File: src/rtl/seq_multiplier.sv
// Sequential unsigned shift-add multiplier, WIDTH x WIDTH -> 2*WIDTH.
// One operand pair per transaction, WIDTH busy cycles, result held on res.
module seq_multiplier #(
    parameter int WIDTH = 8
) (
    input  logic                 clk,
    input  logic                 rst,
    input  logic [WIDTH-1:0]     in_a,
    input  logic [WIDTH-1:0]     in_b,
    input  logic                 in_vld,
    output logic [2*WIDTH-1:0]   res,
    output logic                 res_rdy
);

    localparam int CW = (WIDTH > 1) ? $clog2(WIDTH) : 1;
    localparam logic [CW-1:0] LAST = CW'(WIDTH - 1);

    typedef enum logic {
        IDLE = 1'b0,
        BUSY = 1'b1
    } state_t;

    state_t             state;
    state_t             state_nxt;
    logic [WIDTH-1:0]   mcand;
    logic [WIDTH-1:0]   shift_reg;
    logic [2*WIDTH-1:0] acc;
    logic [2*WIDTH-1:0] acc_nxt;
    logic [CW-1:0]      count;
    logic               accept;
    logic               last;

    assign accept = (state == IDLE) && in_vld;
    assign last   = (state == BUSY) && (count == LAST);

    // Partial product for this step; the final step's sum goes straight to res.
    always_comb begin
        acc_nxt = acc;
        if (shift_reg[0]) begin
            acc_nxt = acc + ({{WIDTH{1'b0}}, mcand} << count);
        end
    end

    // State register.
    always_ff @(posedge clk) begin
        if (rst) begin
            state <= IDLE;
        end else begin
            state <= state_nxt;
        end
    end

    // Next-state and handshake output.
    always_comb begin
        state_nxt = state;
        res_rdy   = 1'b0;
        case (state)
            IDLE: begin
                res_rdy = 1'b1;
                if (in_vld) begin
                    state_nxt = BUSY;
                end
            end
            BUSY: begin
                if (count == LAST) begin
                    state_nxt = IDLE;
                end
            end
            default: state_nxt = IDLE;
        endcase
    end

    // Datapath: capture at accept, one shift-add per busy cycle.
    always_ff @(posedge clk) begin
        if (rst) begin
            mcand     <= '0;
            shift_reg <= '0;
            acc       <= '0;
            count     <= '0;
            res       <= '0;
        end else if (accept) begin
            mcand     <= in_a;
            shift_reg <= in_b;
            acc       <= '0;
            count     <= '0;
        end else if (state == BUSY) begin
            acc       <= acc_nxt;
            shift_reg <= shift_reg >> 1;
            count     <= count + 1'b1;
            if (last) begin
                res <= acc_nxt;
            end
        end
    end

endmodule

File: config.mk
export PLATFORM = sky130hd
export DESIGN_NAME = seq_multiplier
export DESIGN_NICKNAME = d
export VERILOG_FILES = /design/src/rtl/seq_multiplier.sv
export SDC_FILE = /design/constraint.sdc
export NUM_CORES = 1
export LEC_CHECK = 0
export BUFFER_PORTS_ARGS = -buffer_cell sky130_fd_sc_hd__buf_2
export CAP_MARGIN = 20
export CORE_MARGIN = 2
export CORE_UTILIZATION = 49
export DETAILED_ROUTE_END_ITERATION = 6
export GPL_ROUTABILITY_DRIVEN = 0
export GPL_TIMING_DRIVEN = 0
export MAX_ROUTING_LAYER = met4
export PLACE_DENSITY_LB_ADDON = 0.12
export SYNTH_ARGS = -nofsm -noshare
export SYNTH_HDL_FRONTEND = slang
export SYNTH_SLANG_ARGS = --single-unit
export TNS_END_PERCENT = 20
File: constraint.sdc
create_clock -name clk -period 6.2 [get_ports clk]
set_clock_uncertainty 0.1 [all_clocks]
set_input_delay 0.31 -clock clk [delete_from_list [all_inputs] [get_ports clk]]
set_output_delay 0.31 -clock clk [all_outputs]
set_load 0.05 [all_outputs]
==> results.py <==
metrics = {
    "outcome": {
        "status": "complete, no violations",
    },
    "floorplan": {
        "rows": 28,
        "die_h_um": 82.2,
        "die-area_mm2": 0.00676,
        "design.core.area_mm2": 0.00592,
        "initial_utilization_pct": 50.6,
        "ios": 36,
        "die_w_um": 82.2,
    },
    "yosys": {
        "syn_avg_cell_area_um2": 8.12,
        "synth_fa_ha_area_share_pct": 7.77,
        "ys.flop_type": "dfxtp_1",
        "synth-compound-area-share_pct": 20.7,
        "synth_top_family_by_area": "compound AO/OA/AOI/OAI gates",
        "syn_nets": 406,
        "synthXorXnorAreaFrac_pct": 4.68,
        "synthMuxAreaShare_pct": 9.90,
        "synth_cell_types": 48,
        "synth_edf_count": 0,
        "synthArstFlopShare_pct": 0,
        "yosys.area_share.simple_pct": 18.3,
        "synth-seq-cells": 52,
        "synth_cells": 369,
        "synth_area_mm2": 0.00300,
        "synth-seq-area-share_pct": 34.7,
        "ys_warn_count": 0,
    },
    "route": {
        "avgRoutedWirePerCell_um": 15.0,
        "vias_per_cell": 5.51,
        "ant_nets": 0,
        "drc": 0,
        "vias": 2680,
        "drt-initial-drc-count": 108,
        "drtPass1Iterations": 4,
        "routed_wl_mm": 7.29,
    },
    "sta": {
        "min_period_ns": 3.73,
        "rsz0062_at_grt": "no",
        "slew_headroom_pct": 60.2,
        "setup_viol": 0,
        "slew_violations": 0,
        "setup_tns_ns": 0,
        "fin_hold_ws_ns": 0.125,
        "post-route-period-util_pct": 60.2,
        "hold_viol_final": 0,
        "final.setup.worst_slack_ns": 2.47,
        "fmax_mhz": 268,
        "tightestPinTransition_ns": 0.598,
    },
    "global_route": {
        "grt_max_degree": 17,
        "use_met3_pct": 3.37,
        "grt_pass1_wl_mm": 11.8,
        "grt.busiest_layer": "met2",
        "gr-total-overflow": 0,
        "grt_pass1_vias": 2495,
        "track_usage_pct": 23.6,
        "grtUsageMet2_pct": 38.5,
        "met1_usage_pct": 29.5,
        "antenna_found_initial": 0,
    },
    "final_layout": {
        "top_regs": "acc (16), res (16)",
        "n_fill_cell": 591,
        "finish.utilization_pct": 56.7,
        "layout_commonest_cell": "nand2_1",
        "regArea_mm2": 0.00104,
        "final_cell_mix": "nand2_1, dfxtp_1, nor2_1, a21oi_1, buf_2",
        "drive_above_1_share_pct": 13.9,
        "areaGrowthSynthToFinish_pct": 12.0,
        "multi_input_area_mm2": 0.00184,
        "num-nets-final": 447,
        "diodes": 0,
    },
    "pwr": {
        "clkPwrFrac_pct": 31.8,
        "switchingPower_uw": 182,
        "seq_power_share_pct": 53.8,
        "leakage_uw": 0.00136,
        "ir_drop_uv": 101,
        "switching_share_pct": 27.9,
        "combPwrFrac_pct": 14.4,
        "power.density_mw_per_mm2": 194,
        "power.internal_uw": 470,
    },
    "cts": {
        "clkSlewWorstSetupHoldPaths_ns": 0.09,
        "postCtsHoldBufs": 0,
        "cts_sinks": 52,
        "cts_buffer_depth": 2,
        "clockRootBuffer": "clkbuf_8",
        "cts_htree_levels": 2,
        "cts_resized": 0,
        "cts_tree": "yes",
        "post-cts-setup-buffers": 0,
        "cts_buffers": 5,
        "worst_skew_pair.late_latency_ns": 0.31,
    },
    "critical_path": {
        "crit_arrival_ns": 3.81,
        "end_kind": "register",
        "r2r_slack_ns": 2.47,
        "worstSetupPathType": "register to register",
        "critPathLaunchType": "register",
        "crit_required_ns": 6.28,
        "critPathMaxFanout": 10,
    },
    "placement": {
        "hpwl_mm": 5.58,
        "io_buffers": 34,
        "dp_worst_setup_slack_ns": 2.52,
    },
    "job": {
        "cap_violations": 0,
    },
    "min_path": {
        "hp-class": "primary input to register",
    },
}
cells in the mapped netlist (2+ instances only):
cell | instances | area, um2
nand2_1 | 54 | 203
dfxtp_1 | 52 | 1040
nor2_1 | 43 | 161
a21oi_1 | 38 | 190
mux2i_1 | 24 | 240
clkbuf_1 | 21 | 78.8
ha_1 | 17 | 213
a211oi_1 | 10 | 75.1
o21ai_1 | 10 | 50.1
nor3_1 | 8 | 40.0
xnor2_1 | 8 | 70.1
xor2_1 | 8 | 70.1
o22ai_1 | 7 | 43.8
o21ai_0 | 6 | 30.0
a21o_1 | 5 | 37.5
inv_1 | 5 | 18.8
nand3_1 | 5 | 25.0
a31oi_1 | 4 | 25.0
and2_1 | 4 | 25.0
mux2_2 | 4 | 45.0
nand2b_1 | 3 | 18.8
buf_1 | 2 | 7.51
inv_2 | 2 | 7.51
nand4_1 | 2 | 12.5
o211ai_2 | 2 | 25.0
o21bai_1 | 2 | 15.0
o31ai_1 | 2 | 15.0
metrics by stage:
stage,cell area [um2],instances,power [uW]
5_1_grt,3360,486,681
3_3_place_gp,3260,478,450
4_1_cts,3360,486,659
2_1_floorplan,3000,369,425
6_report,3360,486,652
3_5_place_dp,3260,478,451
logic make-up (layout without fill, tap and decap cells):
family                   count (synthesis)  after routing
AND/OR/NAND/NOR                        127            127
flip-flops                              52             52
AO/OA/AOI/OAI                           96             96
buffers and inverters                   31             73
multiplexers                            29             29
XOR/XNOR                                16             16
adder cells (fa/ha/maj)                 18             18
routing by layer:
| layer | wire [um] | vias up |
|---|---|---|
| met4 | 189 | 0 |
| met3 | 277 | 17 |
| li1 | - | 1387 |
| met5 | 0 | - |
| met2 | 3420 | 55 |
| met1 | 3410 | 1221 |
power groups by stage:
stage	clock network (uW)	registers, uW	logic, uW
after floorplan	0	356	69.0
after global placement	0	358	92.1
after detailed placement	0	358	93.2
after CTS	215	351	93.8
after global routing	225	352	105
final	207	351	94.1
final timing paths:
check	from	end	cells past startpoint
min	in_a[4]	mcand[4]$_SDFFE_PP0P_	3
min reg2reg	res[2]$_SDFFE_PP0P_	res[2]$_SDFFE_PP0P_	2
max	count[1]$_SDFFE_PP0P_	res[13]$_SDFFE_PP0P_	13
max reg2reg	count[1]$_SDFFE_PP0P_	res[13]$_SDFFE_PP0P_	13
area by class of cell:
type / count / share of cell area, %
multi-input cells: 286 / 54.8
flip-flops and latches: 52 / 31.0
repair buffers: 34 / 5.07
well taps: 75 / 2.80
plain buffers: 24 / 2.72
clock buffers: 6 / 2.46
inverters: 7 / 0.783
clock inverters: 2 / 0.410
worst max-delay path: stages, from the launching register on:
cell and delay, ns:
dfxtp_1 0.35, clkbuf_1 0.26, clkbuf_1 0.40, mux2i_1 0.15, mux2_2 0.31, o22ai_1 0.17, ha_1 0.33, a21oi_2 0.21
o211ai_2 0.15, and4_4 0.22, a211o_4 0.34, a31oi_4 0.18, xor2_1 0.28, a311oi_1 0.13
No activity file was read; power rests on OpenSTA's default activity.
